`src/rtl/multicycle_ctrl.sv`:
```
// Multicycle MIPS-subset main controller: FETCH/DECODE/EXEC/MEM/WB sequencer
// with combinational datapath controls and a retired-instruction counter.
module multicycle_ctrl #(
  parameter int CNT_W = 32
) (
  input  logic             clk,
  input  logic             rst,
  input  logic [5:0]       op,
  input  logic [5:0]       funct,
  input  logic             zero,
  input  logic             mem_ready,
  output logic             pc_wr,
  output logic [1:0]       pc_src,
  output logic             ir_wr,
  output logic             mem_rd,
  output logic             mem_wr,
  output logic             alu_src,
  output logic [1:0]       alu_op,
  output logic [1:0]       reg_dst,
  output logic [1:0]       mem_to_reg,
  output logic             reg_wr,
  output logic             illegal,
  output logic [2:0]       state,
  output logic [CNT_W-1:0] instr_cnt
);

  typedef enum logic [2:0] {
    S_FETCH  = 3'd0,
    S_DECODE = 3'd1,
    S_EXEC   = 3'd2,
    S_MEM    = 3'd3,
    S_WB     = 3'd4
  } state_t;

  localparam logic [5:0] OP_RTYPE = 6'b000000;
  localparam logic [5:0] OP_LW    = 6'b100011;
  localparam logic [5:0] OP_SW    = 6'b101011;
  localparam logic [5:0] OP_BEQ   = 6'b000100;
  localparam logic [5:0] OP_J     = 6'b000010;
  localparam logic [5:0] OP_JAL   = 6'b000011;
  localparam logic [5:0] OP_ADDI  = 6'b001000;
  localparam logic [5:0] FN_JR    = 6'b001000;

  // State is kept as a raw 3-bit register so encodings 5-7 stay observable
  // and recoverable rather than being hidden behind the enum type.
  logic [2:0]       r_state;
  logic [CNT_W-1:0] r_cnt;
  logic [2:0]       w_next;
  logic             w_retire;

  logic w_is_r, w_is_jr, w_is_lw, w_is_sw, w_is_beq, w_is_j, w_is_jal;
  logic w_is_addi, w_legal;

  assign w_is_r    = (op == OP_RTYPE);
  assign w_is_jr   = w_is_r && (funct == FN_JR);
  assign w_is_lw   = (op == OP_LW);
  assign w_is_sw   = (op == OP_SW);
  assign w_is_beq  = (op == OP_BEQ);
  assign w_is_j    = (op == OP_J);
  assign w_is_jal  = (op == OP_JAL);
  assign w_is_addi = (op == OP_ADDI);
  assign w_legal   = w_is_r | w_is_lw | w_is_sw | w_is_beq | w_is_j |
                     w_is_jal | w_is_addi;

  always_comb begin
    pc_wr      = 1'b0;
    pc_src     = 2'b00;
    ir_wr      = 1'b0;
    mem_rd     = 1'b0;
    mem_wr     = 1'b0;
    alu_src    = 1'b0;
    alu_op     = 2'b00;
    reg_dst    = 2'b00;
    mem_to_reg = 2'b00;
    reg_wr     = 1'b0;
    illegal    = 1'b0;
    w_retire   = 1'b0;
    w_next     = S_FETCH;
    case (r_state)
      S_FETCH: begin
        mem_rd = 1'b1;
        if (mem_ready) begin
          ir_wr  = 1'b1;
          pc_wr  = 1'b1;
          w_next = S_DECODE;
        end else begin
          w_next = S_FETCH;
        end
      end
      S_DECODE: begin
        if (w_is_j || w_is_jal) begin
          pc_wr    = 1'b1;
          pc_src   = 2'b10;
          w_retire = 1'b1;
          if (w_is_jal) begin
            reg_wr     = 1'b1;
            reg_dst    = 2'b10;
            mem_to_reg = 2'b10;
          end
        end else if (!w_legal) begin
          illegal = 1'b1;
        end else begin
          w_next = S_EXEC;
        end
      end
      S_EXEC: begin
        if (w_is_jr) begin
          pc_wr    = 1'b1;
          pc_src   = 2'b11;
          w_retire = 1'b1;
        end else if (w_is_r) begin
          alu_op = 2'b10;
          w_next = S_WB;
        end else if (w_is_addi) begin
          alu_src = 1'b1;
          w_next  = S_WB;
        end else if (w_is_lw || w_is_sw) begin
          alu_src = 1'b1;
          w_next  = S_MEM;
        end else if (w_is_beq) begin
          alu_op   = 2'b01;
          pc_src   = 2'b01;
          pc_wr    = zero;
          w_retire = 1'b1;
        end
      end
      S_MEM: begin
        // Strobes are mutually exclusive by construction: one opcode arm each.
        if (w_is_lw) begin
          mem_rd = 1'b1;
          w_next = mem_ready ? S_WB : S_MEM;
        end else if (w_is_sw) begin
          mem_wr   = 1'b1;
          w_retire = mem_ready;
          w_next   = mem_ready ? S_FETCH : S_MEM;
        end
      end
      S_WB: begin
        if (w_is_r || w_is_addi || w_is_lw) begin
          reg_wr   = 1'b1;
          w_retire = 1'b1;
          if (w_is_r)  reg_dst    = 2'b01;
          if (w_is_lw) mem_to_reg = 2'b01;
        end
      end
      default: w_next = S_FETCH;
    endcase
  end

  always_ff @(posedge clk) begin
    if (rst) begin
      r_state <= S_FETCH;
      r_cnt   <= '0;
    end else begin
      r_state <= w_next;
      if (w_retire) r_cnt <= r_cnt + CNT_W'(1);
    end
  end

  assign state     = r_state;
  assign instr_cnt = r_cnt;

endmodule

```
`config.mk`:
```
export PLATFORM = sky130hd
export DESIGN_NAME = multicycle_ctrl
export DESIGN_NICKNAME = d
export VERILOG_FILES = /design/src/rtl/multicycle_ctrl.sv
export SDC_FILE = /design/constraint.sdc
export NUM_CORES = 1
export LEC_CHECK = 0
export ABC_CLOCK_PERIOD_IN_PS = 1900
export CAP_MARGIN = 30
export CORE_MARGIN = 2
export CORE_UTILIZATION = 44
export CTS_CLUSTER_DIAMETER = 30
export CTS_CLUSTER_SIZE = 20
export DETAILED_ROUTE_END_ITERATION = 10
export PLACE_DENSITY = 0.78
export SETUP_SLACK_MARGIN = 0.1
export SYNTH_ARGS = -nofsm -noshare
export SYNTH_HDL_FRONTEND = slang
export SYNTH_SLANG_ARGS = --single-unit
```
`constraint.sdc`:
```
create_clock -name clk -period 1.9 [get_ports clk]
set_input_delay 0.38 -clock clk [delete_from_list [all_inputs] [get_ports clk]]
set_output_delay 0.38 -clock clk [all_outputs]
set_load 0.005 [all_outputs]
```
# --- Word-level counts from Yosys, hierarchy flattened ---
# Cells that the tools add are included.
totals:
  ff_bits: 35
  output_inout_bits: 50
classes:
  add_sub_neg: 1
  n_eq_ne: 11
  muxes: 64
  n_bitwise: 6
  n_reduce_logical: 7
ops:
  columns: ["op", "count"]
  rows:
  - ["2-to-1 mux 1 bit", 39]
  - ["adder 32 x 1 -> 32 bit (second input constant)", 1]
  - ["2-to-1 mux 2 bit", 12]
  - ["2-to-1 mux 3 bit", 5]
  - ["equality test 6 x 2 -> 1 bit (second input constant)", 2]
  - ["equality test 6 x 4 -> 1 bit (second input constant)", 2]
  - ["equality test 6 bit (second input constant)", 2]
  - ["one-hot mux 2 bit (2 select lines)", 3]
  - ["one-hot mux 3 bit (4 select lines)", 1]
  - ["equality test 3 x 2 -> 1 bit (second input constant)", 2]
  - ["equality test 6 x 3 -> 1 bit (second input constant)", 1]
  - ["zero test 6 bit", 1]
  - ["bitwise OR 1 bit", 6]
  - ["logical OR 1 bit", 4]
  - ["one-hot mux 1 bit (2 select lines)", 2]
  - ["one-hot mux 1 bit (4 select lines)", 1]
  - ["equality test 3 x 1 -> 1 bit (second input constant)", 1]
  - ["equality test 3 bit (second input constant)", 1]
  - ["zero test 3 bit", 1]
  - ["one-hot mux 1 bit (3 select lines)", 1]
  - ["logical AND 1 bit", 1]

# --- Longest topological paths before layout ---
logic_depth:
  depth_word: 10
  ltp_mapped: 8

# --- Worst setup path after synthesis ---
# No wires, ideal clock.
synth_path:
  path_kind: "input port to flip-flop"
  from: "in op[1]"
  to: "reg r_cnt[21] (netlist: instr_cnt[21])"
  setup_ns: 0.123
  arrival_time_ns: 1.919
  path_slack_ns: -0.142
  path_stages: 7
  path_buffers: 2
  path_cell_list: "buf_2 nor3_2 o2111ai_2 o211a_2 buf_6 a2111oi_4 mux2_1"
synth_via:
  elab_chain_cells: 7
synth_lines:
  columns: ["element", "line_no", "source"]
  rows:
  - ["start: declaration", "8", "input logic [5:0] op,"]
  - ["equality test 6 x 3 -> 1 bit, or another cell as far along", "58", "assign w_is_beq = (op == OP_BEQ);"]
  - ["2-to-1 mux 1 bit / logical OR 1 bit (equally long branches)", "120, 117", null]
  - ["2-to-1 mux 1 bit", "117", "end else if (w_is_lw || w_is_sw) begin"]
  - ["2-to-1 mux 1 bit", "114", "end else if (w_is_addi) begin"]
  - ["2-to-1 mux 1 bit", "111", "end else if (w_is_r) begin"]
  - ["2-to-1 mux 1 bit", "107", "if (w_is_jr) begin"]
  - ["one-hot mux 1 bit (4 select lines) *", "79", "case (r_state)"]
  - ["end signal: assignment", "156", "if (w_retire) r_cnt <= r_cnt + CNT_W'(1);"]
  - ["end: declaration", "47", "logic [CNT_W-1:0] r_cnt;"]
# Every way passes the cells marked *; elsewhere a longest branch is shown, timed or not.
# A chain may end at the register's enable or synchronous reset.

# --- Worst setup path after layout ---
layout_path:
  from: "reg r_state[2] (netlist: state[2])"
  to: "reg r_cnt[30] (netlist: instr_cnt[30])"
layout_via:
  elab_chain_cells: 2
layout_lines:
  columns: ["element", "line_no", "source"]
  rows:
  - ["start: declaration", "46", "logic [2:0] r_state;"]
  - ["start signal: assignment", "155", "r_state <= w_next;"]
  - ["equality test 3 bit, or another cell as far along", "79", null]
  - ["one-hot mux 1 bit (4 select lines) *", "79", null]
# Marks and branches as above.

==> run_results.csv <==
group,metric,value,unit
run_status,status,"finished, violations left",
run_status,failed_checks,"negative setup slack",
clocking,clock_latency,0.30,ns
die,std_cell_rows,27,
placement,placed_cell_area,3800,µm²
final_layout,layout.cell_area.non_filler,4800,µm²
synthesis,syn-num-nets,326,
synthesis,synth_edf_count,0,
timing,clock-skew-final,0.0126,ns
placement,numPortBuffers,65,
synthesis,synthArstFlopShare,0,%
timing,slew_violations,0,
critical_path,worstPathMaxFanout,6,
timing,timing.final.crit_share,117,%
clocking,clk_pin_slew_worst_paths,0.08,ns
route,drt-vias-per-instance,6.33,
critical_path,cp_data_required_time,2.10,ns
global_route,grt_overflow,0,
synthesis,synth.ff_latch_count,35,
critical_path,reg2reg_setup_slack,-0.32,ns
global_route,grt_first_pass_wirelength,17.2,mm
route,drt-initial-drc-count,324,
route,drt-wirelength-per-cell,22.3,µm
clocking,cts_max_level,2,
placement,detailed_place_hpwl,5.46,mm
final_layout,antenna_diode_instance_count,0,
timing,timing.final.setup_violations,43,
critical_path,critical_path.cell_chain,"buf_6, nor3b_4, nand4_1, buf_6, o211a_4, a2111oi_4, mux2_4",
clocking,cts.hold.buffers_added,0,
timing,report.final.hold_viol_count,0,
synthesis,synthesis.area_per_instance,8.02,µm²
pwr,power.ir.vdd_worst,0.435,mV
timing,post-route-worst-setup-slack,-0.325,ns
placement,pre_cts_slack,-0.826,ns
global_route,grt_max_degree,53,
route,post-route-drc-count,0,
die,die_width,79.1,µm
die,ioPinCount,66,
clocking,max-clock-path-buffers,2,
die,start_util,45.3,%
timing,worst_slew_pin_slew,0.486,ns
final_layout,layout.nets,493,
critical_path,timing.critical_path.arrival,2.42,ns
pwr,static-leakage-power,1.82,nW
placement,globalplace.congestion,0.889,
route,ant_nets,0,
global_route,gr-usage-all-layers,35.4,%
timing,maxSlewHeadroom,67.4,%
timing,timing.fmax,449,MHz
synthesis,synth_ff_type,"dfxtp_1",
timing,finalWorstPathRequiredPeriod,2.22,ns
synthesis,ys_seq_area_share,28.3,%
critical_path,crit_path_frequent_cell,"buf_6",
hold_path,worstHoldPathType,"in -> reg",
route,via_count,3477,
route,drtPass1Iterations,7,
run,timing.max_cap.violations,0,
synthesis,syn_area,2480,µm²
clocking,ctsRootBufferMaster,"clkbuf_8",
global_route,grt_pass1_vias,3355,
final_layout,fraction_of_layout_instances_using_a_drive_strength_above_1,51.8,%
clocking,cts_inserted_buffers,5,
die,fp.dieH,79.1,µm
critical_path,setup.worst_path.class,"reg -> reg",
critical_path,critical_path.max_stage_delay,0.39,ns
final_layout,flow.area_growth_from_synthesis,93.7,%
pwr,pd_cells,337,nW/µm²
clocking,cts_tree,"yes",
synthesis,netlist_instances,309,
route,finalWirelength,12.3,mm
synthesis,yosys_warnings,0,
synthesis,synth_cell_type_count,46,
critical_path,critical_path.endpoint_type,"flip-flop",
die,core-area,5470,µm²
critical_path,timing.critical_path.slowest_stage_cell,"a2111oi_4",
clocking,cts_num_sinks,35,
global_route,number_of_antenna_violations_at_the_first_check_in_global_routing,0,
timing,grt_setup_unrepaired,"yes",
die,dieArea,6250,µm²
critical_path,start_kind,"flip-flop",
## power breakdown
part | internal (mW) | total, mW | switching (mW)
logic | 0.126 | 0.261 | 0.135
registers | 0.734 | 0.736 | 0.00220
clock network | 0.331 | 0.623 | 0.292
## metal layers
layer	global-route usage, %	part of all wire [%]
met1	39.8	36
met5	0	0
met3	6.25	8.9
met4	19.5	7.3
met2	62.8	48
## layout by cell type, fill, tap and decap left out, types with 8 or more instances in the layout
master	synthesis	routed
a211oi_4	0	8
a21oi_2	0	9
buf_2	5	10
buf_4	4	81
buf_6	1	32
clkdlybuf4s50_1	0	34
dfxtp_1	35	28
dlygate4sd2_1	0	9
mux2_4	0	23
nand2_1	20	19
nand3_1	18	17
nand4_1	13	13
nor2_1	50	47
nor2b_1	30	28
## state kept, by name, indices dropped and copies added (netlist names)
| register | cells |
|---|---|
| instr_cnt | 32 |
| state | 3 |
## path summary, 6_finish.rpt
check	end	startpoint	depth (start not counted)
setup / recovery	instr_cnt[30]	state[2]	7
hold / removal	instr_cnt[1]	rst	2
setup reg to reg	instr_cnt[30]	state[2]	7
hold reg to reg	state[0]	state[1]	2
## cells by family (layout without fill, tap and decap cells)
group | count (synthesis) | after routing | synth area share, %
fa+ha+maj | 1 | 1 | 0.505
simple gates | 165 | 165 | 36.5
compound gates | 50 | 52 | 15.7
flops | 35 | 35 | 28.3
mux | 30 | 30 | 13.6
buf+inv | 28 | 194 | 5.40
## area by class of cell
class / instances / area [µm²]
timing repair buffer: 178 / 1640
tap: 72 / 90.1
fill: 261 / 671
sequential: 35 / 712
multi-input combinational: 248 / 2220
inverter: 8 / 32.5
clock buffer: 8 / 100
## through the flow
stage	total power [mW]	cells	utilization [%]	hold WS, ns	setup TNS, ns
after floorplan	0.835	309	-	0.488	-0.746
after global placement	0.936	498	69.5	0.551	-29.81
after detailed placement	0.942	498	69.5	0.569	-31.17
after CTS	1.57	543	83.9	0.450	-2.59
after global routing	1.67	549	87.7	0.498	-11.25
final	1.62	549	87.7	0.484	-8.92
## repair_timing
| action | 4_1_cts | 5_1_grt |
|---|---|---|
| pin swaps | 33 | 13 |
| endpoints found under the setup margin | 49 | 48 |
| setup buffers | 33 | 7 |
| hold endpoints to repair | 0 | 0 |
| cloned | 5 | 0 |
| gates resized for setup | 193 | 35 |
## critical path, delay by kind of cell, from the launching register on
kind	cells	cell delay, ns
mux	1	0.34
buf+inv	2	0.33
flops	1	0.38
simple gates	2	0.47
compound gates	2	0.59
## synth_stat cells, types with 3 or more instances
cell / number / area share [%]
a211oi_1: 12 / 3.6
a21oi_1: 21 / 4.2
and3_1: 3 / 0.76
and4_1: 3 / 1.1
buf_2: 5 / 1.0
buf_4: 4 / 1.2
clkbuf_1: 10 / 1.5
dfxtp_1: 35 / 28
inv_1: 8 / 1.2
mux2_1: 8 / 3.6
mux2_2: 22 / 10
nand2_1: 20 / 3.0
nand3_1: 18 / 3.6
nand4_1: 13 / 3.3
nor2_1: 50 / 7.6
nor2b_1: 30 / 7.6
nor3_1: 9 / 1.8
nor4b_1: 3 / 1.1
(Power assumes the default switching activity.)
